--- src/rtl/clk_divider.sv ---
// Integer clock divider: registered divided clock, fast-domain tick aligned
// with each clk_out rising edge, and the current phase counter.
module clk_divider #(
  parameter int DIV_BY = 4,
  parameter int CW     = $clog2(DIV_BY)
) (
  input  logic          in_clk,
  input  logic          rst,
  input  logic          en,
  output logic          clk_out,
  output logic          tick,
  output logic [CW-1:0] phase
);

  if (DIV_BY < 2) begin : g_bad_div_by
    $error("clk_divider: DIV_BY must be >= 2");
  end

  localparam int            HI        = DIV_BY / 2;
  localparam logic [CW-1:0] LAST      = CW'(DIV_BY - 1);
  localparam logic [CW-1:0] HIGH_LAST = CW'(HI - 1);

  logic [CW-1:0] phase_q, phase_d;
  logic          clk_out_q, clk_out_d;
  logic          tick_q, tick_d;

  // The wrap test takes priority so DIV_BY=2, where HIGH_LAST is 0, still
  // toggles every edge.
  always_comb begin
    // NOTE: every always_comb output gets a default first so no path can infer a latch.
    phase_d   = phase_q;
    clk_out_d = clk_out_q;
    tick_d    = 1'b0;
    if (en) begin
      if (phase_q == LAST) begin
        phase_d   = '0;
        clk_out_d = 1'b1;
        tick_d    = 1'b1;
      end else begin
        phase_d = phase_q + 1'b1;
        if (phase_q == HIGH_LAST) begin
          clk_out_d = 1'b0;
        end
      end
    end
  end

  always_ff @(posedge in_clk) begin
    // NOTE: state registers use non-blocking assignments so all of them
    // sample pre-edge values regardless of statement order.
    if (rst) begin
      phase_q   <= '0;
      clk_out_q <= 1'b0;
      tick_q    <= 1'b0;
    end else begin
      phase_q   <= phase_d;
      clk_out_q <= clk_out_d;
      tick_q    <= tick_d;
    end
  end

  assign clk_out = clk_out_q;
  assign tick    = tick_q;
  assign phase   = phase_q;

endmodule

--- config.mk ---
export PLATFORM = sky130hd
export DESIGN_NAME = clk_divider
export DESIGN_NICKNAME = d
export VERILOG_FILES = /design/src/rtl/clk_divider.sv
export SDC_FILE = /design/constraint.sdc
export NUM_CORES = 1
export LEC_CHECK = 0
export CORE_AREA = 2 2 39 41
export CTS_CLUSTER_DIAMETER = 200
export DETAILED_ROUTE_END_ITERATION = 12
export DIE_AREA = 0 0 41 43
export PLACE_DENSITY_LB_ADDON = 0.12
export SETUP_SLACK_MARGIN = 0.02
export SYNTH_ARGS = -nofsm -noshare
export SYNTH_HDL_FRONTEND = slang
export SYNTH_SLANG_ARGS = --single-unit
--- constraint.sdc ---
create_clock -name in_clk -period 2.3 [get_ports in_clk]
set_input_delay 0.69 -clock in_clk [delete_from_list [all_inputs] [get_ports in_clk]]
set_output_delay 0.69 -clock in_clk [all_outputs]
set_load 0.03 [all_outputs]
==> Yosys cells after proc, flatten, opt, wreduce, memory -nomap -nowiden <==
Cells that the tools add are included.
{ "classes": {"n_eq_ne": 2, "n_mul": 0, "shifts": 0, "n_mux": 4, "n_div": 0, "add_sub_neg": 1, "order_cmp": 0, "bitwise": 1, "n_reduce_logical": 3} }
{ "ops": {"columns": ["op", "n"], "rows": [
  ["$mux W1", 3],
  ["$add A2 B1 Y2 const B", 1],
  ["$eq A2 B1 Y1 const B", 1],
  ["$eq A2 B2 Y1 const B", 1],
  ["$mux W2", 1],
  ["$reduce_and A2 Y1", 1],
  ["$reduce_bool A2 Y1", 1],
  ["$reduce_or A2 Y1", 1],
  ["$not A1 Y1", 1]
]} }
{ "totals": {"rom_bits": 0, "inputBits": 3, "mem_bits_rw": 0, "ff_bits": 4, "n_memories": 0, "latch_bits": 0, "wordCells": 14, "output_inout_bits": 4} }

==> Depth between registers and ports, before layout <==
Gate-level depths: netlist of run 1.
{ "logic_depth": {"ltp_word": 3, "depth_mapped": 4, "mapped_depth_nobuf": 4} }

==> Least setup slack after synthesis of run 1 <==
No wires, ideal clock.
{ "synth_path": {"path_type": "flip-flop to flip-flop", "start": "reg phase_q[0] (netlist: phase[0])", "end": "reg phase_q[0] (netlist: phase[0])", "path_stages_with_launch": 4, "setup_ns": 0.066, "slack_ns": 1.061, "arrival_time_ns": 1.173, "n_path_buf": 0, "period_less_slack_ns": 1.239, "required_time_ns": 2.234, "path_cell_list": "dfxtp_1 -> ha_1 -> or3b_1 -> a21oi_2"} }
{ "synth_between": {"elab_chain_len": 2, "word_cells_on_any_way": 3, "classes_between": "add/sub (1); eq/ne (1); mux (1)"} }
{ "synth_lines": {"columns": ["element", "line", "rtl"], "rows": [
  ["from (decl)", "23", "logic [CW-1:0] phase_q, phase_d;"],
  ["from (signal assigned)", "56", "phase_q <= phase_d;"],
  ["$add A2 B1 Y2 / $eq A2 B2 Y1 (equally long branches)", "40, 35", null],
  ["$mux W2 (*)", "35", "if (phase_q == LAST) begin"]
]} }
Mark *: on every way between the ends. The rest lies on a longest branch, timed or not.
A chain may end at the register's enable or synchronous reset.

==> Worst setup path after layout of run 1 <==
{ "layout_path": {"start": "reg phase_q[0] (netlist: phase[0])", "end": "out phase[0]"} }
{ "layout_rtl": {"columns": ["element", "line", "rtl"], "rows": [
  ["to (decl)", "12", "output logic [CW-1:0] phase"]
]} }
No word-level cell between the ends.

==> results.md, run 1 <==
- #FFs+latches synth: 4
- FP Rows: 14
- Wire length per cell: 8.12 um
- Starting Density: 12.0%
- Register area share after synthesis: 48.1%
- Area growth, synth to finish: 61.7%
- Worst path arrival time: 1.31 ns
- CP required: around 1.6 ns
- Cell Chain, Critical Path: clkdlybuf4s50_1
- Post-layout min period: around 2.0 ns
- Clock skew: around 0.0018 ns
- Synth top area share: between 40 and 50%
- Peak supply drop: between 0.3 and 0.4 mV
- Combinational family with the most area after synthesis: compound AO/OA/AOI/OAI gates
- Vias in the first global route: 134
- Routability Congestion: 0.706
- Die Span X: 41 um
- Max H-tree Level: 1
- MaxCap Viol Count: 0
- Post-synth EDFFs: 0
- # fillers: 153
- Clk sink count: 4
- Worst-path maximum fanout: 5
- Placed cell count: 38
- Leakage power of the design: 0.106 nW
- Post-Synth XOR/XNOR Area: 0%
- Post-Synth Adder-Cell Area: 15.0%
- Period utilisation layout: 86.9%
- Async SR Flop Fraction: 0%
- Pin count of the biggest net entering global routing: 7
- Top post-synthesis cells by count: dfxtp_1 (4), ha_1 (2), nor2_1 (2)
- FF-to-FF setup slack: 1.17 ns
- Post-Syn Nets: 21
- Ant diodes: 0
- GR Overflow Total: 0
- Nets: 32
- Die area: 0.00176 mm2
- Outcome: completed
- Unrepaired setup endpoints after global routing: false
- Non-Filler Instances: 41
- Distinct cells, synth: 11
- Final Hold Violating Endpoints: 0
- Initial antenna violation count: 0
- Syn Std Cell Area: 166 um2
- Synth Warn #: 0
- Setup TNS: 0 ns
- Most common cell in the netlist: dfxtp_1
- Post-CTS Hold Buffers: 0
- Slowest CP cell: clkdlybuf4s50_1
- TritonRoute pass-1 iters: 3
- Area of all sequential standard cells: roughly 80 um2
- Initial drt markers: 5
- CTS clk-pin slew, worst paths: about 0.030 ns
- Ratio of cells with drive above 1 in the final layout: 20.0%
- Sw frac: 23.7%
- Final setup vio count: 0
- Total Power: 0.000190 W
- Post-CTS Setup Inserts: 0
- Vias per cell: about 3.4
- Post-synthesis simple-gate area fraction: between 10% and 20%
- I/O pins: 7
- CP top delay family: buffers and inverters
- GRT Util Overall: 5.41%
- Crit Path Class: flip-flop to primary output
- Clock Power Share: 44.9%
- Routed vias: ~140
- ANT nets after route: 0
- Mapped Cells: 16
- Clk_lat worst skew: 0.23 ns
- Cell Pwr Density: 708 mW/mm2
- F_max: 0.501 GHz
- First-pass GRT wire length: about 540 um
- Die Height: 43 um
- Mux contribution to synthesized area: 0%
- Synth Area in Compound Gates: 18.8%
- Top FF cell, synth: dfxtp_1
- NetSw: 0.0000451 W
- Clock root buffer: clkbuf_4
- Crit. End Element: primary output
- Rel. slew slack: 79.7%
- # resized after CTS: 0
- Largest cells by area after synthesis: dfxtp_1 (48%), ha_1 (15%), a21bo_2 (6.0%)
- Avg Cell Area, Syn: approximately 10 um2
- Int Pwr: ~0.00015 W
- Footprint of the multi-input gates: 82.6 um2
- CP bufs+invs: 1
- Startpoint Class: flip-flop
- Worst-Margin Slew: 0.303 ns
- Drt drc: 0
- Comb power frac: 14.9%
- Power share of the sequential group: 40.3%
- Post-synth top area cell: dfxtp_1
- Largest stage delay on the critical path: between 0.6 and 0.7 ns
- CTS max path bufs: 2
- Core footprint: 0.00138 mm2
- CTS buffer count: 3
- CTS tree: done
- WL final: 333 um
- Worst hold-check path type: flip-flop to flip-flop
- Slew Viols, Final: 0
- Port bufs: 6
## registers in the layout (all words and copies together) (netlist names)
name and count:
clk_out 1, phase 2, tick 1
## power by group through the flow
stage                       logic, W  clock network [W]  registers (W)
after detailed placement   0.0000287                  0      0.0000778
after CTS                  0.0000290          0.0000908      0.0000768
after global routing       0.0000314          0.0000957      0.0000775
after global placement     0.0000285                  0      0.0000777
final                      0.0000283          0.0000854      0.0000767
after floorplan           0.00000808                  0      0.0000842
## path summary, 6_finish.rpt
path / startpoint / end / cells after the start
max: phase[0] / phase[0] / 1
max reg2reg: phase[0] / phase[0] / 3
min: phase[0] / phase[0] / 2
min reg2reg: phase[0] / phase[0] / 2
## logic make-up after synthesis
kind of cell / count (synthesis)
AO/OA/AOI/OAI: 4
AND/OR/NAND/NOR: 5
buffers and inverters: 1
adder cells (fa/ha/maj): 2
flip-flops: 4
## layout make-up
cell class,count,area share (%)
inverter,1,1.40
tap,16,7.44
timing repair buffer,6,22.3
sequential,4,29.8
clock buffer,3,8.37
multi-input combinational,11,30.7
## through the flow
step	utilization [%]	area [um2]	setup slack [ns]	hold slack (ns)
global placement	17.8	246	0.455	0.519
finish	19.4	269	0.302	0.527
global route	19.4	269	0.242	0.566
floorplan	-	166	1.06	0.633
detailed placement	17.8	246	0.435	0.524
CTS	19.4	269	0.281	0.536
## metal layers
metal	GRT usage (%)	part of all wire, %	vias up
met5	0	0	-
met4	2.00	0	0
met3	7.85	18	0
met2	5.00	40	7
met1	6.39	42	60
li1	-	-	74
## layout by cell type (no fill, tap or decap)
cell type	instances
nor2_1	2
nand2_1	1
a211oi_1	1
nand2b_1	1
or3b_1	1
dfxtp_1	4
a21oi_1	1
a21bo_2	1
inv_1	1
clkdlybuf4s50_1	6
ha_1	2
a21oi_2	1
clkbuf_4	3
No activity file was read; power rests on OpenSTA's default activity.
==> inputs of run 2 (changes only) <==
--- a/config.mk
+++ b/config.mk
@@ -11,6 +11,7 @@
 export DIE_AREA = 0 0 41 43
 export PLACE_DENSITY_LB_ADDON = 0.12
 export SETUP_SLACK_MARGIN = 0.02
+export SLEW_MARGIN = 20
 export SYNTH_ARGS = -nofsm -noshare
 export SYNTH_HDL_FRONTEND = slang
 export SYNTH_SLANG_ARGS = --single-unit
==> results of run 2 <==
The final DEF is identical to that of run 1; final timing and power are the same.
